`src/rtl/dsp_simd_pkg.sv`:
```
// Shared definitions for the SIMD multiply-accumulate slice: ALU opcodes and
// lane-packing helpers used by dsp_simd_mac and dsp_simd_lane.
package dsp_simd_pkg;

  localparam int OPMODE_W = 3;

  typedef enum logic [OPMODE_W-1:0] {
    OP_MUL     = 3'b000,
    OP_ACC     = 3'b001,
    OP_SUB     = 3'b010,
    OP_CADD    = 3'b011,
    OP_CASC    = 3'b100,
    OP_CASCACC = 3'b101,
    OP_HOLD    = 3'b110
  } op_e;

  // LSB position of a lane inside a lane-packed bus, lane 0 in the LSBs.
  function automatic int lane_lsb(input int lane, input int width);
    return lane * width;
  endfunction

endpackage

```
`src/rtl/dsp_simd_lane.sv`:
```
// One SIMD lane: signed/unsigned multiplier, M_STAGES operand/product registers,
// ALU and P register with overflow detection. Saturation under DSP_SIMD_SATURATE_EN.
module dsp_simd_lane
  import dsp_simd_pkg::*;
#(
  parameter int A_W      = 8,
  parameter int B_W      = 8,
  parameter int ACC_W    = 24,
  parameter int M_STAGES = 1
) (
  input  logic                clk,
  input  logic                rst_n,
  input  logic                adv,
  input  logic                p_en,
  input  logic [A_W-1:0]      a,
  input  logic [B_W-1:0]      b,
  input  logic [ACC_W-1:0]    c,
  input  logic [ACC_W-1:0]    pcin,
  input  logic [OPMODE_W-1:0] op,
  input  logic                sgn,
  output logic [ACC_W-1:0]    p,
  output logic                ovf
);

  localparam int PW = A_W + B_W + 1;

  typedef struct packed {
    logic [ACC_W-1:0]    m;
    logic [ACC_W-1:0]    c;
    logic [ACC_W-1:0]    pcin;
    logic [OPMODE_W-1:0] op;
    logic                sgn;
  } stage_t;

  logic signed [A_W:0]     a_ext;
  logic signed [B_W:0]     b_ext;
  logic signed [PW-1:0]    a_w;
  logic signed [PW-1:0]    b_w;
  logic signed [PW-1:0]    prod;
  logic        [ACC_W-1:0] m_ext;
  stage_t                  in_s;
  stage_t                  alu_s;

  // One extra operand bit selects sign or zero extension; the product always fits PW signed bits.
  assign a_ext = {sgn & a[A_W-1], a};
  assign b_ext = {sgn & b[B_W-1], b};
  assign a_w   = PW'(a_ext);
  assign b_w   = PW'(b_ext);
  assign prod  = a_w * b_w;
  assign m_ext = ACC_W'(prod);
  assign in_s  = '{m: m_ext, c: c, pcin: pcin, op: op, sgn: sgn};

  generate
    if (M_STAGES == 0) begin : g_no_mreg
      assign alu_s = in_s;
    end else begin : g_mreg
      stage_t pipe [M_STAGES];

      // NOTE: the staged-operand registers are reset too, so a cleared slice carries no stale beat data.
      always_ff @(posedge clk or negedge rst_n) begin
        if (!rst_n) begin
          for (int i = 0; i < M_STAGES; i++) pipe[i] <= '0;
        end else if (adv) begin
          pipe[0] <= in_s;
          for (int i = 1; i < M_STAGES; i++) pipe[i] <= pipe[i-1];
        end
      end

      assign alu_s = pipe[M_STAGES-1];
    end
  endgenerate

  logic [ACC_W-1:0] x;
  logic [ACC_W-1:0] y;
  logic             sub;
  logic             hold;
  logic [ACC_W:0]   wide;
  logic [ACC_W-1:0] res;
  logic             s_ovf;
  logic             ovf_next;
  logic [ACC_W-1:0] p_next;

  // NOTE: every always_comb output gets a default first so no path can infer a latch.
  always_comb begin
    x    = '0;
    y    = alu_s.m;
    sub  = 1'b0;
    hold = 1'b0;
    case (alu_s.op)
      OP_MUL:     x = '0;
      OP_ACC:     x = p;
      OP_SUB:     begin x = p; sub = 1'b1; end
      OP_CADD:    x = alu_s.c;
      OP_CASC:    x = alu_s.pcin;
      OP_CASCACC: begin x = alu_s.pcin; y = p; end
      default:    hold = 1'b1;
    endcase

    wide  = sub ? ({1'b0, x} - {1'b0, y}) : ({1'b0, x} + {1'b0, y});
    res   = wide[ACC_W-1:0];
    // Signed overflow: result sign disagrees with x when the effective operands share a sign.
    s_ovf = (sub ? (x[ACC_W-1] != y[ACC_W-1]) : (x[ACC_W-1] == y[ACC_W-1]))
            && (res[ACC_W-1] != x[ACC_W-1]);
    ovf_next = alu_s.sgn ? s_ovf : wide[ACC_W];

`ifdef DSP_SIMD_SATURATE_EN
    if (!ovf_next)
      p_next = res;
    else if (alu_s.sgn)
      p_next = x[ACC_W-1] ? {1'b1, {(ACC_W-1){1'b0}}} : {1'b0, {(ACC_W-1){1'b1}}};
    else
      p_next = sub ? '0 : '1;
`else
    p_next = res;
`endif
  end

  // NOTE: sequential state is written with non-blocking assignments only.
  always_ff @(posedge clk or negedge rst_n) begin
    if (!rst_n) begin
      p   <= '0;
      ovf <= 1'b0;
    end else if (p_en && !hold) begin
      p   <= p_next;
      ovf <= ovf_next;
    end
  end

endmodule

```
`src/rtl/dsp_simd_mac.sv`:
```
// SIMD multiply-accumulate slice top: valid pipeline, valid/ready handshake and
// LANES dsp_simd_lane instances. Optional clamping via DSP_SIMD_SATURATE_EN.
module dsp_simd_mac
  import dsp_simd_pkg::*;
#(
  parameter int LANES    = 4,
  parameter int A_W      = 8,
  parameter int B_W      = 8,
  parameter int ACC_W    = 24,
  parameter int M_STAGES = 1
) (
  input  logic                   clk,
  input  logic                   RST_N,
  input  logic                   in_valid,
  output logic                   in_ready,
  input  logic [LANES*A_W-1:0]   A,
  input  logic [LANES*B_W-1:0]   B,
  input  logic [LANES*ACC_W-1:0] C,
  input  logic [LANES*ACC_W-1:0] PCIN,
  input  logic [OPMODE_W-1:0]    OPMODE,
  input  logic                   SIGNED,
  output logic                   out_valid,
  input  logic                   out_ready,
  output logic [LANES*ACC_W-1:0] P,
  output logic [LANES*ACC_W-1:0] PCOUT,
  output logic [LANES-1:0]       OVERFLOW
);

  logic adv;
  logic p_valid;
  logic p_en;

  // The whole pipeline stalls as a unit while an unconsumed result sits in P.
  assign adv      = !out_valid || out_ready;
  assign in_ready = adv;

  generate
    if (M_STAGES == 0) begin : g_no_vpipe
      assign p_valid = in_valid;
    end else begin : g_vpipe
      logic [M_STAGES-1:0] v_pipe;

      always_ff @(posedge clk or negedge RST_N) begin
        if (!RST_N) begin
          v_pipe <= '0;
        end else if (adv) begin
          v_pipe[0] <= in_valid;
          for (int i = 1; i < M_STAGES; i++) v_pipe[i] <= v_pipe[i-1];
        end
      end

      assign p_valid = v_pipe[M_STAGES-1];
    end
  endgenerate

  assign p_en = adv && p_valid;

  always_ff @(posedge clk or negedge RST_N) begin
    if (!RST_N)   out_valid <= 1'b0;
    else if (adv) out_valid <= p_valid;
  end

  for (genvar i = 0; i < LANES; i++) begin : g_lane
    localparam int AL = lane_lsb(i, A_W);
    localparam int BL = lane_lsb(i, B_W);
    localparam int PL = lane_lsb(i, ACC_W);

    dsp_simd_lane #(
      .A_W      (A_W),
      .B_W      (B_W),
      .ACC_W    (ACC_W),
      .M_STAGES (M_STAGES)
    ) u_lane (
      .clk   (clk),
      .rst_n (RST_N),
      .adv   (adv),
      .p_en  (p_en),
      .a     (A[AL +: A_W]),
      .b     (B[BL +: B_W]),
      .c     (C[PL +: ACC_W]),
      .pcin  (PCIN[PL +: ACC_W]),
      .op    (OPMODE),
      .sgn   (SIGNED),
      .p     (P[PL +: ACC_W]),
      .ovf   (OVERFLOW[i])
    );
  end

  assign PCOUT = P;

endmodule

```
`config.mk`:
```
export PLATFORM = sky130hd
export DESIGN_NAME = dsp_simd_mac
export DESIGN_NICKNAME = d
export VERILOG_FILES = /design/src/rtl/dsp_simd_pkg.sv /design/src/rtl/dsp_simd_lane.sv /design/src/rtl/dsp_simd_mac.sv
export SDC_FILE = /design/constraint.sdc
export NUM_CORES = 2
export LEC_CHECK = 0
export BUFFER_PORTS_ARGS = -buffer_cell sky130_fd_sc_hd__buf_2
export CORE_MARGIN = 4
export CORE_UTILIZATION = 40
export DETAILED_ROUTE_END_ITERATION = 7
export PLACE_DENSITY = 0.64
export SETUP_SLACK_MARGIN = 0.3
export SYNTH_ARGS = -nofsm -noshare
export SYNTH_HDL_FRONTEND = slang
export SYNTH_SLANG_ARGS = --single-unit
```
`constraint.sdc`:
```
create_clock -name clk -period 12.9 [get_ports clk]
set_input_delay 0.645 -clock clk [delete_from_list [all_inputs] [get_ports clk]]
set_output_delay 0.645 -clock clk [all_outputs]
set_load 0.005 [all_outputs]
```
[After elaboration in Yosys (flattened, before gate mapping)]
Cells that the tools add are included.
Cells by class
  $add $sub $neg: 8
  multipliers: 4
  equality and inequality tests: 17
  muxes and demuxes: 21
  bitwise gates (word level): 8
  reductions and logical operators: 12
Operators with widths (count)
  $pmux W24 S3: 4
  $add A24 B24 Y25: 4
  $mux W25: 4
  $sub A24 B24 Y25: 4
  $mux W24: 4
  $mul A9 B9 Y17: 4
  $mux W1: 9
  $and A1 B1 Y1: 8
  $ne A1 B1 Y1: 8
  $eq A3 B2 Y1 const B: 2
  $eq A3 B3 Y1 const B: 2
  $logic_and A1 B1 Y1: 6
  $reduce_or A6 Y1: 1
  $eq A1 B1 Y1: 4
  $reduce_or A2 Y1: 2
  $eq A3 B1 Y1 const B: 1
  $logic_not A3 Y1: 1
  $logic_not A1 Y1: 1
  $logic_or A1 B1 Y1: 1
Storage, ports and cells
  register bits: 366
  input bits: 264
  output and inout port bits: 198
  logic and storage cells: 94

[Depth between registers and ports, before layout]
  depth in word-level cells: 8
  gate-level depth with buffers: 28
  mapped depth without buffers: 22

[By module]
From an unflattened synthesis, not the netlist that was laid out.
Unflattened totals
  cell total of the unflattened synthesis: 4038
  area total of the unflattened synthesis: 37527.2 µm²
By module, submodules not included
  dsp_simd_lane (g_lane[1].u_lane): times used 1, cells an instance 1013, area each 9421.5 µm², sequential area each 2352.3 µm²
  dsp_simd_lane (g_lane[0].u_lane): times used 1, cells an instance 1001, area each 9266.4 µm², sequential area each 2352.3 µm²
  dsp_simd_lane (g_lane[2].u_lane): times used 1, cells an instance 965, area each 9028.7 µm², sequential area each 2352.3 µm²
  dsp_simd_lane (g_lane[3].u_lane): times used 1, cells an instance 957, area each 8996.1 µm², sequential area each 2352.3 µm²
  dsp_simd_mac: times used 1, cells an instance 102, area each 814.5 µm², sequential area each 50.0 µm²

[Least setup slack after synthesis]
OpenSTA, ideal clock, no wires.
  path kind: input port to flip-flop
  start point: input port SIGNED
  end point: register g_lane[0].u_lane.g_mreg.pipe (netlist bit g_lane[0].u_lane.alu_s[67])
  setup time: 0.095 ns
  data arrival time: 5.777 ns
  required time: 12.805 ns
  slack: 7.028 ns
  stages: 22
  buffers on the path: 2
  cell sequence: clkbuf_1 > clkbuf_1 > nand2_1 > or2_2 > fa_1 > fa_1 > inv_1 > fa_1 > fa_1 > inv_1 > fa_1 > inv_1 > ha_1 > o21ai_0 > a21boi_0 > o21ai_0 > a21boi_0 > o21ai_0 > a21boi_0 > o21ai_0 > and3_1 > o31ai_1
Between the ends
  cells in the longest elaborated chain, start to end: 2
  elaborated cells on any way between the ends: 3
  classes of those cells: mul (1); bitwise (2)
Ends and longest elaborated chain
  from (decl): line dsp_simd_mac.sv:21  | input logic SIGNED,
  $and A1 B1 Y1, on equally long branches: line dsp_simd_lane.sv:45, dsp_simd_lane.sv:46
  $mul A9 B9 Y17 *: line dsp_simd_lane.sv:49  | assign prod = a_w * b_w;
  to (decl): line dsp_simd_lane.sv:57  | stage_t pipe [M_STAGES];
Mark *: on every way between the ends. The rest lies on a longest branch, timed or not.
A chain may end at the register's enable or synchronous reset.

==> reports/metrics.yaml <==
global_route:
  gr-usage-all-layers_pct: 22.6
  grt_pass1_vias: 30708
  grt_first_pass_wirelength_mm: 175
  antenna_found_initial: 4
  grt-ovfl-total: 0
  grt_max_degree: 166
setup_path:
  reg2reg_slack_ns: 6.99
  worstSetupPathType: "reg -> reg"
  crit_start: "g_lane[0].u_lane.alu_s[2]"
  cp_cell_sequence: "buf_4, nand2b_1, nor2_4, buf_4, nor2_1, xor2_1, ha_1, o211ai_1, a21oi_1, nor4_1, o41a_1, o31ai_1, a41oi_1, a21oi_1, nor3_1, a211oi_1, a41oi_1"
  cp-start-kind: "register"
  cp_slowest_cell: "dfrtp_4"
  crit_arrival_ns: 6.35
  rr_worst_depth: 17
  crit_fanout: 40
  r2r-start: "g_lane[0].u_lane.alu_s[2]"
  required_ns: 13.34
  worst_setup_path_end_kind: "register"
  max_stage_delay_ns: 0.68
  r2r-end: "g_lane[1].u_lane.ovf"
logic_synthesis:
  yosysUniqueCellTypes: 82
  ys_ff_latch: 366
  synth-seq-area-share_pct: 25.0
  synth_compound_area_share_pct: 13.1
  synth-adder-area-share_pct: 23.0
  synth_top_family_by_area: "adder cells"
  async_flop_share_pct: 100
  synthMuxAreaShare_pct: 4.82
  synthFlopType: "dfrtp_1"
  avgSynthCellArea_um2: 8.20
  synth-simple-area-share_pct: 20.3
  synth-xor-area-share_pct: 5.42
  yosys.area.top_type_share_pct: 25.0
  yosys_warnings: 0
  syn_inst: 4469
  synthTopCellsByArea: "dfrtp_1, fa_1, nand2_1"
  synth_nets: 5245
  synthesis.area_mm2: 0.0367
  yosys.area.top_type: "dfrtp_1"
  synth_edf_count: 0
timing:
  rsz0062_at_grt: "false"
  tns_ns: 0
  drv_slew: 0
  worst_slew_pin_slew_ns: 0.995
  setup-violations-final: 0
  fmax_mhz: 169
  finalHoldViolations: 0
  slew_headroom_pct: 32.8
  finClkSkew_ns: 0.0206
  fin_crit_ns: 5.91
  min_period_over_period_pct: 45.8
cells_and_area:
  n_fill_cell: 9058
  areaGrowthSynthToFinish_pct: 10.6
  stdcell_count: 5894
  fin_nets: 5457
  drive_gt1_share_pct: 15.1
  final_common_cell: "nand2_1"
  mostFrequentLayoutCells: "nand2_1, buf_2, inv_1"
clocking:
  cts_setup_buffers: 0
  worstSkewPairLatency_ns: 0.58
  clk_path_buf_depth: 3
  hold_buffers: 0
  path_clk_slew_ns: 0.06
  cts_tree: "yes"
  numCtsBuffers: 45
  clock_sinks: 366
  cts-resized-gates: 0
  h-tree-depth: 2
  cts_root_buf: "clkbuf_16"
route:
  drt_iter0_markers: 1953
  avgViaCountPerCell: 5.26
  vias: 31002
  wl_mm: 111
  drtAntennaViolNets: 0
  wl_per_cell_um: 18.9
  firstDrtPassIters: 5
  drc: 0
floorplanning:
  num_rows: 110
  io_pins: 462
  start_util_pct: 40.5
  die-area_mm2: 0.0965
  die_y_um: 311
  die_w_um: 311
  core_mm2: 0.0904
pwr:
  peakVddDrop_uv: 105
  cellLeakagePower_nw: 20.2
  power_density_mw_per_mm2: 210
outcome:
  status: "finished, final reports clean"
place:
  dp_cells: 5810
  dp_hpwl_mm: 84.7
  io_buffers: 461
  place_congestion: 0.903
worst_hold_path:
  holdCritPathClass: "in -> async"
flow_run:
  maxCapViolations: 0
[Yosys cell counts (13+ instances only)]
library cell / count
or2_2: 16
a31oi_1: 15
mux2i_1: 65
buf_4: 101
buf_1: 21
o21bai_1: 14
a21boi_0: 13
and2_1: 150
fa_1: 272
nand2b_1: 25
buf_2: 17
and3_1: 14
nor2b_1: 24
nor2_1: 187
nor3_1: 74
a211oi_1: 15
nor4_1: 17
xor2_1: 101
a21oi_1: 171
nand3_1: 41
xnor2_1: 124
inv_1: 372
dfrtp_1: 366
o21ai_0: 273
o31ai_1: 34
a21o_1: 43
mux2_2: 99
clkbuf_1: 184
nand2_1: 1129
o21a_1: 18
a22oi_1: 98
ha_1: 240
[area by class of cell]
class	instances	area (um2)	area share, %
inverters	372	1400	3.46
well taps	1176	1470	3.63
clock buffers	61	1250	3.07
diodes	4	10.0	0.0247
repair buffers	491	2550	6.30
flip-flops and latches	366	9170	22.6
multi-input cells	3405	24500	60.4
clock inverters	19	193	0.475
[routing by layer]
metal / part of all wire, % / vias to the layer above / track usage (%)
li1: - / 14998 / -
met4: 2.0 / 0 / 5.10
met5: 0 / - / 0
met1: 46 / 15005 / 31.7
met2: 45 / 873 / 35.9
met3: 7.2 / 126 / 4.70
[through the flow]
stage          worst slack [ns]  power, mW  hold slack (ns)  cell area (um2)  utilization [%]
2_1_floorplan              7.03       5.80            0.349            36700                -
3_3_place_gp               6.67       7.14            0.445            39100             43.2
3_5_place_dp               6.41       7.21            0.450            39100             43.2
4_1_cts                    7.03       8.55            0.183            40500             44.8
5_1_grt                    6.42       9.33            0.206            40500             44.8
6_report                   6.99       8.50            0.164            40500             44.8
[critical path, delay by kind of cell (launching register included)]
kind,cells,cell delay [ns]
AOI/OAI and AO/OA,8,2.22
buffers and inverters,2,1.19
and+or+nand+nor,5,1.13
DFF,1,0.68
adders and majority gates,1,0.36
xor gates and xnor gates,1,0.18
[worst max-delay path by stage]
| stage | endpoint | slack [ns] | cells after the start |
|---|---|---|---|
| after floorplan | g_lane[0].u_lane.alu_s[67] | 7.03 | 22 |
| after global placement | g_lane[3].u_lane.alu_s[67] | 6.67 | 21 |
| after detailed placement | g_lane[2].u_lane.alu_s[67] | 6.41 | 21 |
| after CTS | g_lane[2].u_lane.alu_s[67] | 7.03 | 21 |
| after global routing | g_lane[3].u_lane.ovf | 6.42 | 19 |
| final | g_lane[1].u_lane.ovf | 6.99 | 17 |
[cells by family after synthesis]
family                   Yosys count
multiplexers                     164
adder cells (fa/ha/maj)          512
AO/OA/AOI/OAI                    775
XOR/XNOR                         226
AND/OR/NAND/NOR                 1728
flip-flops                       366
buffers and inverters            698
[registers in the layout, summed over array words and instances, names as in the netlist]
register	count
out_valid	1
g_lane.u_lane.ovf	4
g_lane.u_lane.alu_s	264
g_vpipe.v_pipe	1
g_lane.u_lane.p	96
[power by group]
part | switching, mW | internal, mW
Sequential | 0.660 | 1.49
Clock | 0.532 | 0.737
Combinational | 2.83 | 2.26
Total | 4.02 | 4.48
(Power assumes the default switching activity.)
